<file path="src/rtl/io_decoder_pipe.sv">
// Host-IO front end for the CIM chip: decodes chip/opcode/channel address words into
// registered single-cycle strobes, gates FIFO accesses on full/empty with sticky error
// flags, runs a fixed-latency output-FIFO read pipeline and a free-running divided clock.
module io_decoder_pipe #(
  parameter int unsigned DATA_IN_WIDTH  = 36,
  parameter int unsigned DATA_OUT_WIDTH = 32,
  parameter int unsigned ADDR_IN_WIDTH  = 14,
  parameter int unsigned N_IN_CH        = 16,
  parameter int unsigned N_OUT_CH       = 4,
  parameter int unsigned REG_ADDR       = 4,
  parameter int unsigned ADDR_CIM_WIDTH = 9,
  parameter logic [3:0]  CHIP_ID        = 4'h0,
  parameter int unsigned CLKM_DIV       = 2
) (
  input  logic                               clk,
  input  logic                               rst,
  input  logic                               addr_valid,
  input  logic [ADDR_IN_WIDTH-1:0]           a_in,
  input  logic [DATA_IN_WIDTH-1:0]           data_in,
  input  logic [N_IN_CH-1:0]                 full_in,
  input  logic [N_OUT_CH-1:0]                empty_out,
  input  logic [N_OUT_CH*DATA_OUT_WIDTH-1:0] rd_data_bus,
  input  logic                               err_clr,
  output logic [N_IN_CH-1:0]                 in_wr_en,
  output logic [DATA_IN_WIDTH-1:0]           wr_data,
  output logic [N_OUT_CH-1:0]                out_rd_en,
  output logic [DATA_OUT_WIDTH-1:0]          data_out,
  output logic                               data_out_vld,
  output logic                               reg_en,
  output logic [REG_ADDR-1:0]                a_reg,
  output logic [DATA_OUT_WIDTH-1:0]          d_reg,
  output logic                               wrt,
  output logic [ADDR_CIM_WIDTH-1:0]          a_cim,
  output logic                               clkm,
  output logic                               err_ovf,
  output logic                               err_unf,
  output logic                               err_addr
);

  localparam int unsigned AW   = ADDR_IN_WIDTH;
  localparam int unsigned ICW  = $clog2(N_IN_CH);
  localparam int unsigned OCW  = $clog2(N_OUT_CH);
  localparam int unsigned DOW  = DATA_OUT_WIDTH;
  localparam int unsigned HALF = CLKM_DIV / 2;
  localparam int unsigned CW   = (HALF > 1) ? $clog2(HALF) : 1;

  localparam logic [2:0] OP_NOP  = 3'b000;
  localparam logic [2:0] OP_WRT  = 3'b001;
  localparam logic [2:0] OP_FWR  = 3'b010;
  localparam logic [2:0] OP_REG  = 3'b011;
  localparam logic [2:0] OP_FRD  = 3'b100;
  localparam logic [2:0] OP_WRRD = 3'b111;

  logic [3:0]     chip;
  logic [2:0]     op;
  logic [ICW-1:0] in_ch;
  logic [OCW-1:0] out_ch;
  logic           accept, do_wr, do_rd, in_ok, out_ok;
  logic           set_ovf, set_unf, set_addr;

  logic [N_IN_CH-1:0]        in_wr_en_d,  in_wr_en_q;
  logic [DATA_IN_WIDTH-1:0]  wr_data_d,   wr_data_q;
  logic [N_OUT_CH-1:0]       out_rd_en_d, out_rd_en_q;
  logic                      reg_en_d,    reg_en_q;
  logic [REG_ADDR-1:0]       a_reg_d,     a_reg_q;
  logic                      wrt_d,       wrt_q;
  logic [ADDR_CIM_WIDTH-1:0] a_cim_d,     a_cim_q;
  logic [OCW-1:0]            ch_p1_d,     ch_p1_q;
  logic                      rd_p2_d,     rd_p2_q;
  logic [OCW-1:0]            ch_p2_d,     ch_p2_q;
  logic [DOW-1:0]            data_out_d,  data_out_q;
  logic                      vld_d,       vld_q;
  logic                      err_ovf_d,   err_ovf_q;
  logic                      err_unf_d,   err_unf_q;
  logic                      err_addr_d,  err_addr_q;
  logic [CW-1:0]             cnt_d,       cnt_q;
  logic                      clkm_d,      clkm_q;

  assign chip   = a_in[AW-1 -: 4];
  assign op     = a_in[AW-5 -: 3];
  assign in_ch  = a_in[ICW-1:0];
  assign out_ch = a_in[4 +: OCW];
  assign accept = addr_valid && (chip == CHIP_ID);
  assign do_wr  = op[1];
  assign do_rd  = op[2];
  assign in_ok  = 32'(in_ch) < N_IN_CH;
  assign out_ok = 32'(out_ch) < N_OUT_CH;

  // Decode the incoming word straight into next-cycle strobes; gating uses this cycle's full/empty.
  always_comb begin
    in_wr_en_d  = '0;
    out_rd_en_d = '0;
    reg_en_d    = 1'b0;
    a_reg_d     = '0;
    wrt_d       = 1'b0;
    wr_data_d   = '0;
    a_cim_d     = '0;
    set_ovf     = 1'b0;
    set_unf     = 1'b0;
    set_addr    = 1'b0;
    if (accept) begin
      wr_data_d = data_in;
      a_cim_d   = a_in[ADDR_CIM_WIDTH-1:0];
      case (op)
        OP_NOP: ;
        OP_WRT: wrt_d = 1'b1;
        OP_REG: begin
          reg_en_d = 1'b1;
          a_reg_d  = a_in[REG_ADDR-1:0];
        end
        OP_FWR, OP_FRD, OP_WRRD: begin
          if ((do_wr && !in_ok) || (do_rd && !out_ok)) begin
            set_addr = 1'b1;
          end else begin
            // the two halves of a combined op are gated independently
            if (do_wr) begin
              if (full_in[in_ch]) set_ovf = 1'b1;
              else                in_wr_en_d[in_ch] = 1'b1;
            end
            if (do_rd) begin
              if (empty_out[out_ch]) set_unf = 1'b1;
              else                   out_rd_en_d[out_ch] = 1'b1;
            end
          end
        end
        default: set_addr = 1'b1;
      endcase
    end
  end

  // Read pipeline, sticky errors and clock divider next-state.
  always_comb begin
    ch_p1_d    = out_ch;
    rd_p2_d    = |out_rd_en_q;
    ch_p2_d    = ch_p1_q;
    vld_d      = rd_p2_q;
    data_out_d = rd_p2_q ? rd_data_bus[ch_p2_q*DOW +: DOW] : data_out_q;
    err_ovf_d  = (err_ovf_q  & ~err_clr) | set_ovf;
    err_unf_d  = (err_unf_q  & ~err_clr) | set_unf;
    err_addr_d = (err_addr_q & ~err_clr) | set_addr;
    if (cnt_q == CW'(HALF - 1)) begin
      cnt_d  = '0;
      clkm_d = ~clkm_q;
    end else begin
      cnt_d  = cnt_q + 1'b1;
      clkm_d = clkm_q;
    end
  end

  // All state, synchronously reset.
  always_ff @(posedge clk) begin
    if (rst) begin
      in_wr_en_q  <= '0;
      wr_data_q   <= '0;
      out_rd_en_q <= '0;
      reg_en_q    <= 1'b0;
      a_reg_q     <= '0;
      wrt_q       <= 1'b0;
      a_cim_q     <= '0;
      ch_p1_q     <= '0;
      rd_p2_q     <= 1'b0;
      ch_p2_q     <= '0;
      data_out_q  <= '0;
      vld_q       <= 1'b0;
      err_ovf_q   <= 1'b0;
      err_unf_q   <= 1'b0;
      err_addr_q  <= 1'b0;
      cnt_q       <= '0;
      clkm_q      <= 1'b0;
    end else begin
      in_wr_en_q  <= in_wr_en_d;
      wr_data_q   <= wr_data_d;
      out_rd_en_q <= out_rd_en_d;
      reg_en_q    <= reg_en_d;
      a_reg_q     <= a_reg_d;
      wrt_q       <= wrt_d;
      a_cim_q     <= a_cim_d;
      ch_p1_q     <= ch_p1_d;
      rd_p2_q     <= rd_p2_d;
      ch_p2_q     <= ch_p2_d;
      data_out_q  <= data_out_d;
      vld_q       <= vld_d;
      err_ovf_q   <= err_ovf_d;
      err_unf_q   <= err_unf_d;
      err_addr_q  <= err_addr_d;
      cnt_q       <= cnt_d;
      clkm_q      <= clkm_d;
    end
  end

  assign in_wr_en     = in_wr_en_q;
  assign wr_data      = wr_data_q;
  assign out_rd_en    = out_rd_en_q;
  assign data_out     = data_out_q;
  assign data_out_vld = vld_q;
  assign reg_en       = reg_en_q;
  assign a_reg        = a_reg_q;
  assign d_reg        = wr_data_q[DOW-1:0];
  assign wrt          = wrt_q;
  assign a_cim        = a_cim_q;
  assign clkm         = clkm_q;
  assign err_ovf      = err_ovf_q;
  assign err_unf      = err_unf_q;
  assign err_addr     = err_addr_q;

endmodule

</file>
<file path="config.mk">
export PLATFORM = sky130hd
export DESIGN_NAME = io_decoder_pipe
export DESIGN_NICKNAME = d
export VERILOG_FILES = /design/src/rtl/io_decoder_pipe.sv
export SDC_FILE = /design/constraint.sdc
export NUM_CORES = 1
export LEC_CHECK = 0
export CORE_AREA = 2 2 133 135
export DETAILED_ROUTE_END_ITERATION = 6
export DIE_AREA = 0 0 135 137
export GPL_TIMING_DRIVEN = 0
export PLACE_DENSITY = 0.72
export SLEW_MARGIN = 40
export SYNTH_ARGS = -nofsm -noshare
export SYNTH_HDL_FRONTEND = slang
export SYNTH_SLANG_ARGS = --single-unit
export TNS_END_PERCENT = 1
</file>
<file path="constraint.sdc">
create_clock -name clk -period 5.7 [get_ports clk]
set_input_delay 1.14 -clock clk [delete_from_list [all_inputs] [get_ports clk]]
set_output_delay 1.14 -clock clk [all_outputs]
set_load 0.02 [all_outputs]
</file>
# --- After elaboration in Yosys (flattened, before gate mapping) ---
# Index checks and enable logic that the tools add are counted.
word_totals:
  register_bits: 114
  input_bits: 202
  out_inout_bits: 140
  word_cells: 75
classes:
  addsub: 1
  magnitude_cmp: 4
  eq_ne: 5
  shift: 1
  mux: 20
  bitwise: 14
  n_reduce_logical: 13
op_table:
  columns: ["operator", "count"]
  rows:
  - ["128-bit by 8-bit variable part select with 32-bit output", 1]
  - ["1-bit 2-to-1 mux", 16]
  - ["5-bit OR reduction", 2]
  - ["1-bit NOT", 8]
  - ["3-bit by 2-bit == test with 1-bit output, second input constant", 2]
  - ["3-bit == test, second input constant", 2]
  - ["3-bit OR reduction", 2]
  - ["6-bit OR reduction", 1]
  - ["4-bit by 5-bit less-than comparator with 1-bit output, second input constant", 1]
  - ["1-bit binary-select mux with 4-bit select", 1]
  - ["1-bit demux with 4-bit select", 1]
  - ["4-bit by 1-bit >= comparator with 1-bit output, second input constant", 1]
  - ["4-bit logical NOT", 1]
  - ["2-bit OR reduction", 2]
  - ["4-bit OR reduction", 1]
  - ["1-bit AND", 3]
  - ["3-bit by 1-bit == test with 1-bit output, second input constant", 1]
  - ["1-bit logical AND", 3]
  - ["3-bit logical NOT", 1]
  - ["2-bit by 3-bit less-than comparator with 1-bit output, second input constant", 1]
  - ["1-bit bitwise OR", 3]
  - ["1-bit binary-select mux with 2-bit select", 1]
  - ["1-bit demux with 2-bit select", 1]
  - ["2-bit by 1-bit >= comparator with 1-bit output, second input constant", 1]
  - ["1-bit adder, second input constant", 1]

# --- Longest topological paths before layout ---
# Gate-level depths: netlist of run 1.
logic_depth:
  ltp_word: 7
  depth_mapped: 6

# --- Worst setup path before layout of run 1 ---
# OpenSTA, ideal clock, no wires.
synth_path:
  path_kind: "input to register"
  startpoint: "in a_in[1]"
  endpoint: "reg in_wr_en_q[6] (netlist: in_wr_en[6])"
  t_arrival_ps: 2611
  t_required_ps: 5626
  slack_ps: 3015
  cell_stages: 6
  n_path_buf: 2
  path_cell_list: "buf_6 > mux4_2 > mux2i_1 > or4b_1 > buf_6 > nor3_2"
synth_via:
  elab_chain_len: 4
  elab_cells_between_ends: 8
  cone_classes: "order compare (2); mux (4); reduce/logical (2)"
synth_rtl:
  columns: ["item", "line", "text"]
  rows:
  - ["start, declared", "18", "input logic [ADDR_IN_WIDTH-1:0] a_in,"]
  - ["4-bit by 5-bit less-than comparator with 1-bit output (not written as such) / 4-bit by 1-bit >= comparator with 1-bit output (equally long branches)", "118", "else in_wr_en_d[in_ch] = 1'b1;"]
  - ["1-bit logical AND (not written as such)", "118", null]
  - ["1-bit 2-to-1 mux (not written as such)", "118", null]
  - ["1-bit demux with 4-bit select", "118", null]
  - ["end signal, assigned", "171", "in_wr_en_q <= in_wr_en_d;"]
  - ["end, declared", "61", "logic [N_IN_CH-1:0] in_wr_en_d, in_wr_en_q;"]
# Parallel ways exist; a longest one is shown, timed or not. The select of a mux whose other input is x is not followed.
# A chain may end at the register's enable or synchronous reset.

# --- Worst setup path after layout of run 1 ---
layout_path:
  startpoint: "in a_in[11]"
  endpoint: "reg in_wr_en_q[0] (netlist: in_wr_en[0])"
layout_via:
  elab_chain_len: 4
layout_rtl:
  columns: ["item", "line", "text"]
  rows:
  - ["4-bit logical NOT", "83", "assign accept = addr_valid && (chip == CHIP_ID);"]
  - ["1-bit logical AND", "83", null]
  - ["1-bit NOT (no line)", null, null]
  - ["5-bit OR reduction (no line)", null, null]
# No other way between the ends.

==> summary.txt, run 1 <==
Status
  • Run status: finished, final reports clean

Die
  • Die area: 0.01850 mm^2
  • Rows: 48
  • Die width: 135 um
  • DIE HEIGHT: 137 um
  • Starting Density: 0.2719
  • Core area: 0.01706 mm^2
  • Boundary pin count: 342

Logic synthesis
  • Area share of the largest cell type after synthesis: 0.4920
  • Number of synthesized flops with an enable pin: 0
  • Post-synth top area cell: dfxtp_1
  • Unique cell type count in the Yosys netlist: 33
  • YS warnings: 0
  • Most frequent cell after synthesis: dfxtp_1
  • Avg Cell Area, Syn: 11.89 um^2
  • Post-synthesis net count: 592
  • Mapped cell area: 0.004638 mm^2
  • Register area share after synthesis: 0.4920
  • Top_reg_cell synth: dfxtp_1
  • Synth Instances: 390
  • Synth top cells by count: 114 x dfxtp_1, 51 x nor2_1, 44 x and3_1
  • FFs w/ async S/R, synth: 0
  • Seq cells post-synth: 114
  • Synth top area cells: dfxtp_1 49%, mux4_2 17%, mux2i_1 7.3%, and3_1 5.9%, buf_4 5.2%

Routing
  • DRT met1 WL: 6090 um
  • Drc violations: 0
  • Initial DRT Pass Iterations: 4
  • Metal3 WL: 1629 um
  • Post-route antenna net violation count: 0
  • DRT iter0 DRCs: 116
  • DR WL met2: 7941 um
  • Final Routed Wirelength: 15880 um
  • Top Metal Used: met4
  • Total number of vias: 4260
  • DR WL/cell: 16.07 um
  • Vias per inst: 4.312

Setup path
  • Crit Path Max Fanout: 10
  • WP data required: 6020 ps
  • CP endpoint kind: flop
  • Setup CP Type: in2reg
  • CP startpoint kind: primary input
  • Crit path arrival time: 3350 ps

STA
  • Setup TNS: 0 ps
  • Rel. slew slack: 0.5024
  • FMAX: 0.3295 GHz
  • Crit path time final: 3035 ps
  • Final Hold Viols: 0
  • Worst slew pin tran: 746.4 ps
  • Clk_skew: 4.553 ps
  • Fin crit share: 0.5324
  • Final Slew Violations: 0
  • Unrepaired setup endpoints after global routing: no
  • Final setup viols: 0
  • Final worst setup slack: 2665 ps

Placement
  • Worst slack, placed: 2241 ps
  • Hpwl dp: 12680 um
  • RePlAce Congestion: 0.7650
  • IO buf count: 340
  • Dpl cell area: 0.008323 mm^2
  • Number of placed instances, taps included: 955

Layout
  • Max reg flops: 36
  • Fraction of layout instances using a drive strength above 1: 0.1496
  • Area growth syn-to-layout: 92.15%
  • Layout Utilization: 0.5225
  • Fin nets: 951
  • Post-Layout Inst Area: 0.008912 mm^2
  • Non-filler cells, final: 988

Global routing
  • Initial antenna violation count: 1
  • Largest net degree at the start of global routing: 17
  • Remaining global-route overflow: 0
  • Vias in the first global route: 4286
  • First-pass GRT wire length: 23260 um
  • All-Layer GR Usage: 0.1667

Clocking
  • CTS tree: built
  • # H-tree levels: 4
  • Clock Latency Late Sink: 400 ps
  • Hold-fix buffers at CTS: 0
  • Postcts setup bufs: 0
  • Worst-case clock buffer depth: 2
  • CTS Sinks: 114
  • TritonCTS Buffers: 17
  • Post-CTS Resized: 0
  • Worst-path clk slew: 50 ps
  • CTS root buffer: clkbuf_16

Min path
  • Worst hold path class: reg2reg

Power
  • Internal power: 0.001639 W
  • Sw frac: 0.2160
  • Cell area power density: 234.6 mW/mm^2
  • Reg power frac: 0.385
  • Worst vdd ir: 0.1812 mV
  • Pleak: 3.447 nW
  • Gate power share: 0.116
  • Clock network power share: 0.500
  • Switch Pwr: 0.0004517 W

Run
  • Number of max-cap violations: 0
worst max-delay path: stages:
cell             delay, ps
clkdlybuf4s50_1        450
nor4_4                 610
nand3_1                290
or4b_1                 580
buf_6                  160
nor4_2                 130
logic make-up after synthesis:
family                    synth area share
and+or+nand+nor                     0.1589
buffers and inverters              0.08497
DFF                                 0.4920
muxes                               0.2547
other                            0.0008085
AOI/OAI and AO/OA                 0.002967
xor gates and xnor gates          0.005666
stage by stage:
step	total power, W	hold WS [ps]
3_5_place_dp	0.001065	424.8
2_1_floorplan	0.0008992	413.8
4_1_cts	0.002124	437.1
5_1_grt	0.002174	460.3
3_3_place_gp	0.001062	424.9
6_report	0.002091	431.7
layer usage:
metal  GRT usage  up-vias
li1            -     2074
met1      0.1778     1966
met2      0.2953      205
met3     0.07222       15
met4     0.05729        0
met5           0        -
worst paths after layout:
check	start	slack [ps]	cells after the start	endpoint
setup reg to reg	ch_p2_q[0]$_SDFF_PP0_	3830	5	data_out[1]$_SDFFE_PP0P_
setup / recovery	a_in[11]	2670	6	in_wr_en[0]$_SDFF_PP0_
hold reg to reg	ch_p1_q[1]$_SDFF_PP0_	430	1	ch_p2_q[1]$_SDFF_PP0_
hold / removal	ch_p1_q[1]$_SDFF_PP0_	430	1	ch_p2_q[1]$_SDFF_PP0_
power groups by stage:
stage | combinational (W) | clock [W] | sequential, W
2_1_floorplan | 0.0000745 | 0 | 0.000825
3_3_place_gp | 0.000241 | 0 | 0.000822
3_5_place_dp | 0.000243 | 0 | 0.000822
4_1_cts | 0.000244 | 0.00108 | 0.000804
5_1_grt | 0.000258 | 0.00111 | 0.000804
6_report | 0.000242 | 0.00104 | 0.000805
cells in the final DEF, fill, tap and decap left out, types with 2 or more instances in the layout:
cell type,n
nor4_1,3
nand3_1,7
nand2_1,5
inv_6,2
inv_1,6
nor3_2,2
buf_4,32
clkinvlp_4,3
or4b_1,2
buf_6,2
nor4_2,2
buf_2,6
clkbuf_16,17
mux2i_1,34
xor2_1,2
mux4_1,2
bufinv_16,2
clkbuf_1,19
nor2_1,51
clkbuf_8,2
clkinv_2,5
clkdlybuf4s50_1,340
buf_1,2
mux4_2,35
nor2b_1,6
and3b_1,2
dfxtp_1,114
and3_1,44
area by class of cell:
| cell class | instances | area (um^2) |
|---|---|---|
| Buffer | 61 | 371.6 |
| Fill cell | 1597 | 8144 |
| Sequential cell | 114 | 2282 |
| Multi-Input combinational cell | 209 | 1962 |
| Antenna cell | 1 | 2.502 |
| Tap cell | 225 | 281.5 |
| Clock buffer | 19 | 452.9 |
| Timing Repair Buffer | 340 | 3403 |
| Inverter | 6 | 22.52 |
| Clock inverter | 13 | 133.9 |
(Power assumes the default switching activity.)
==> inputs of run 2 (changes only) <==
PLACE_DENSITY = 0.75   (was 0.72)
clock period = 2.7 ns   (was 5.7 ns; I/O delays follow)
==> run 2 against run 1 <==
Net effect:
- clock-buffer cell count grew 2
- worst hold slack worse by 2.2 ps
- cell count is 0.20% lower
- combinational power rose by 110%
- first-iteration DRC count decreased by 28%
- sequential power rose by 110%
- register-to-register slack worse by 3000 ps
- cell area about the same
- routed wire length up 0.86%
- non-clock buffer count unchanged
- flip-flop and latch count did not move
- global-route usage rose by 0.15 points
==> summary.txt, run 2 (same netlist as run 1, synthesis figures left out) <==
Die
  • Boundary pin count: 342
  • DIE HEIGHT: 137 um
  • Die width: 135 um
  • Starting Density: 0.2719
  • Core area: 0.01706 mm^2
  • Rows: 48
  • Die area: 0.01850 mm^2

Layout
  • Most common cell after layout, fill and taps aside: clkdlybuf4s50_1
  • Max reg flops: 36
  • Area growth syn-to-layout: 92.26%
  • Fraction of layout instances using a drive strength above 1: 0.1459
  • Ant. Diodes: 0
  • Fin nets: 951
  • Fillcell total: 1552
  • Most frequent cells in the layout: 340 x clkdlybuf4s50_1, 114 x dfxtp_1, 51 x nor2_1, 44 x and3_1, 35 x mux4_2

Status
  • Run status: finished, final reports clean

Clocking
  • CTS tree: built
  • CTS root buffer: clkbuf_16
  • Worst-path clk slew: 50 ps
  • Postcts setup bufs: 0
  • TritonCTS Buffers: 17
  • Hold-fix buffers at CTS: 0
  • Post-CTS Resized: 0
  • CTS Sinks: 114
  • Worst-case clock buffer depth: 2
  • # H-tree levels: 4
  • Clock Latency Late Sink: 400 ps

STA
  • Final worst setup slack: 209.0 ps
  • Crit path time final: 2491 ps
  • Hold slack: 429.5 ps
  • FMAX: 0.4014 GHz
  • Final setup viols: 0
  • Setup TNS: 0 ps
  • Rel. slew slack: 0.4952
  • Clk_skew: 4.614 ps
  • Fin crit share: 0.9226
  • Final Slew Violations: 0
  • Final Hold Viols: 0
  • Unrepaired setup endpoints after global routing: no
  • Worst slew pin tran: 757.3 ps

Power
  • Pleak: 3.450 nW
  • Worst vdd ir: 0.3780 mV
  • Cell area power density: 500.2 mW/mm^2

Placement
  • RePlAce Congestion: 0.8238
  • Hpwl dp: 12860 um
  • IO buf count: 340
  • Worst slack, placed: -203.0 ps

Setup path
  • FF-to-FF setup slack: 870 ps
  • Critical Path Start: a_in[1]
  • Crit Path Max Fanout: 10
  • Crit path arrival time: 2820 ps
  • Worst setup endpoint: in_wr_en[6]$_SDFF_PP0_
  • CP startpoint kind: primary input
  • WP data required: 3030 ps
  • Max stage delay cell, worst path: clkdlybuf4s50_1
  • Cell depth of the worst setup path: 7
  • Crit-path max cell delay: 570 ps
  • Worst r2r dst: data_out[13]$_SDFFE_PP0P_
  • WP buf/inv: 3
  • Setup CP Type: in2reg
  • Most numerous cell on the critical path: buf_6
  • Critical path's top delay family: buffers and inverters
  • Worst-path cell chain: clkdlybuf4s50_1 > buf_6 > mux4_2 > mux2i_1 > or4b_1 > buf_6 > nor3_2
  • FF-to-FF path depth: 5
  • CP endpoint kind: flop
  • Worst flop-to-flop path startpoint: ch_p2_q[0]$_SDFF_PP0_

Routing
  • Vias per inst: 4.333
  • Drc violations: 0
  • Total number of vias: 4272
  • DRT iter0 DRCs: 83
  • DR WL/cell: 16.24 um
  • Post-route antenna net violation count: 0
  • Final Routed Wirelength: 16010 um
  • Initial DRT Pass Iterations: 4

Min path
  • Hold Crit Start: ch_p1_q[1]$_SDFF_PP0_
  • Worst hold path class: reg2reg

Global routing
  • Vias in the first global route: 4426
  • Largest net degree at the start of global routing: 17
  • Remaining global-route overflow: 0
  • All-Layer GR Usage: 0.1682
  • Initial antenna violation count: 0
  • First-pass GRT wire length: 23680 um

Run
  • Number of max-cap violations: 0
==> run 2: cell count changes in the layout (fill, tap and decap cells not counted) <==
| cell | before | now |
|---|---|---|
| inv_6 | 2 | 0 |
| clkinvlp_4 | 3 | 2 |
| clkinv_2 | 5 | 4 |
| diode_2 | 1 | 0 |
| clkbuf_1 | 19 | 21 |
| bufinv_16 | 2 | 3 |
==> run 2: worst min-delay path by stage <==
stage | to | slack (ps) | cells past startpoint
final | ch_p2_q[1]$_SDFF_PP0_ | 430 | 1
after global routing | ch_p2_q[1]$_SDFF_PP0_ | 460 | 1
after CTS | ch_p2_q[0]$_SDFF_PP0_ | 430 | 1
after detailed placement | ch_p2_q[0]$_SDFF_PP0_ | 420 | 1
after global placement | ch_p2_q[1]$_SDFF_PP0_ | 420 | 1
after floorplan | ch_p2_q[0]$_SDFF_PP0_ | 410 | 1
==> run 2: through the flow <==
step,instance area [um^2],util,instances,power [W]
final,8917,0.5228,986,0.004461
after CTS,8917,0.5228,986,0.004524
after detailed placement,8323,0.4880,955,0.002253
after global placement,8323,0.4880,955,0.002247
after floorplan,4638,-,390,0.001898
after global routing,8917,0.5228,986,0.004637
==> run 2: power by group <==
part,total [W],internal [W],switching [W]
clock network,0.00225,0.00149,0.000758
registers,0.00170,0.00169,0.00000481
logic,0.000516,0.000365,0.000151
==> run 2: area by class of cell <==
| type | count | area, um^2 | area share |
|---|---|---|---|
| plain buffers | 61 | 371.6 | 0.04167 |
| clock buffers | 21 | 460.4 | 0.05163 |
| clock inverters | 10 | 133.9 | 0.01501 |
| inverters | 6 | 22.52 | 0.002526 |
| multi-input cells | 209 | 1962 | 0.2200 |
| flip-flops and latches | 114 | 2282 | 0.2559 |
| well taps | 225 | 281.5 | 0.03157 |
| repair buffers | 340 | 3403 | 0.3816 |
==> run 2: worst reg2reg max path, cell delays in order (launching register included) <==
cell and delay [ps]:
dfxtp_1 300, clkbuf_1 220, buf_2 380, mux4_2 580, mux2i_1 160, nor2_1 60
==> run 2: layer usage <==
layer / share of wire / global-route usage / vias to the layer above
met5: 0 / 0 / -
met4: 0.014 / 0.05382 / 0
met3: 0.10 / 0.06630 / 18
met2: 0.50 / 0.2972 / 208
met1: 0.39 / 0.1856 / 1970
li1: - / - / 2076
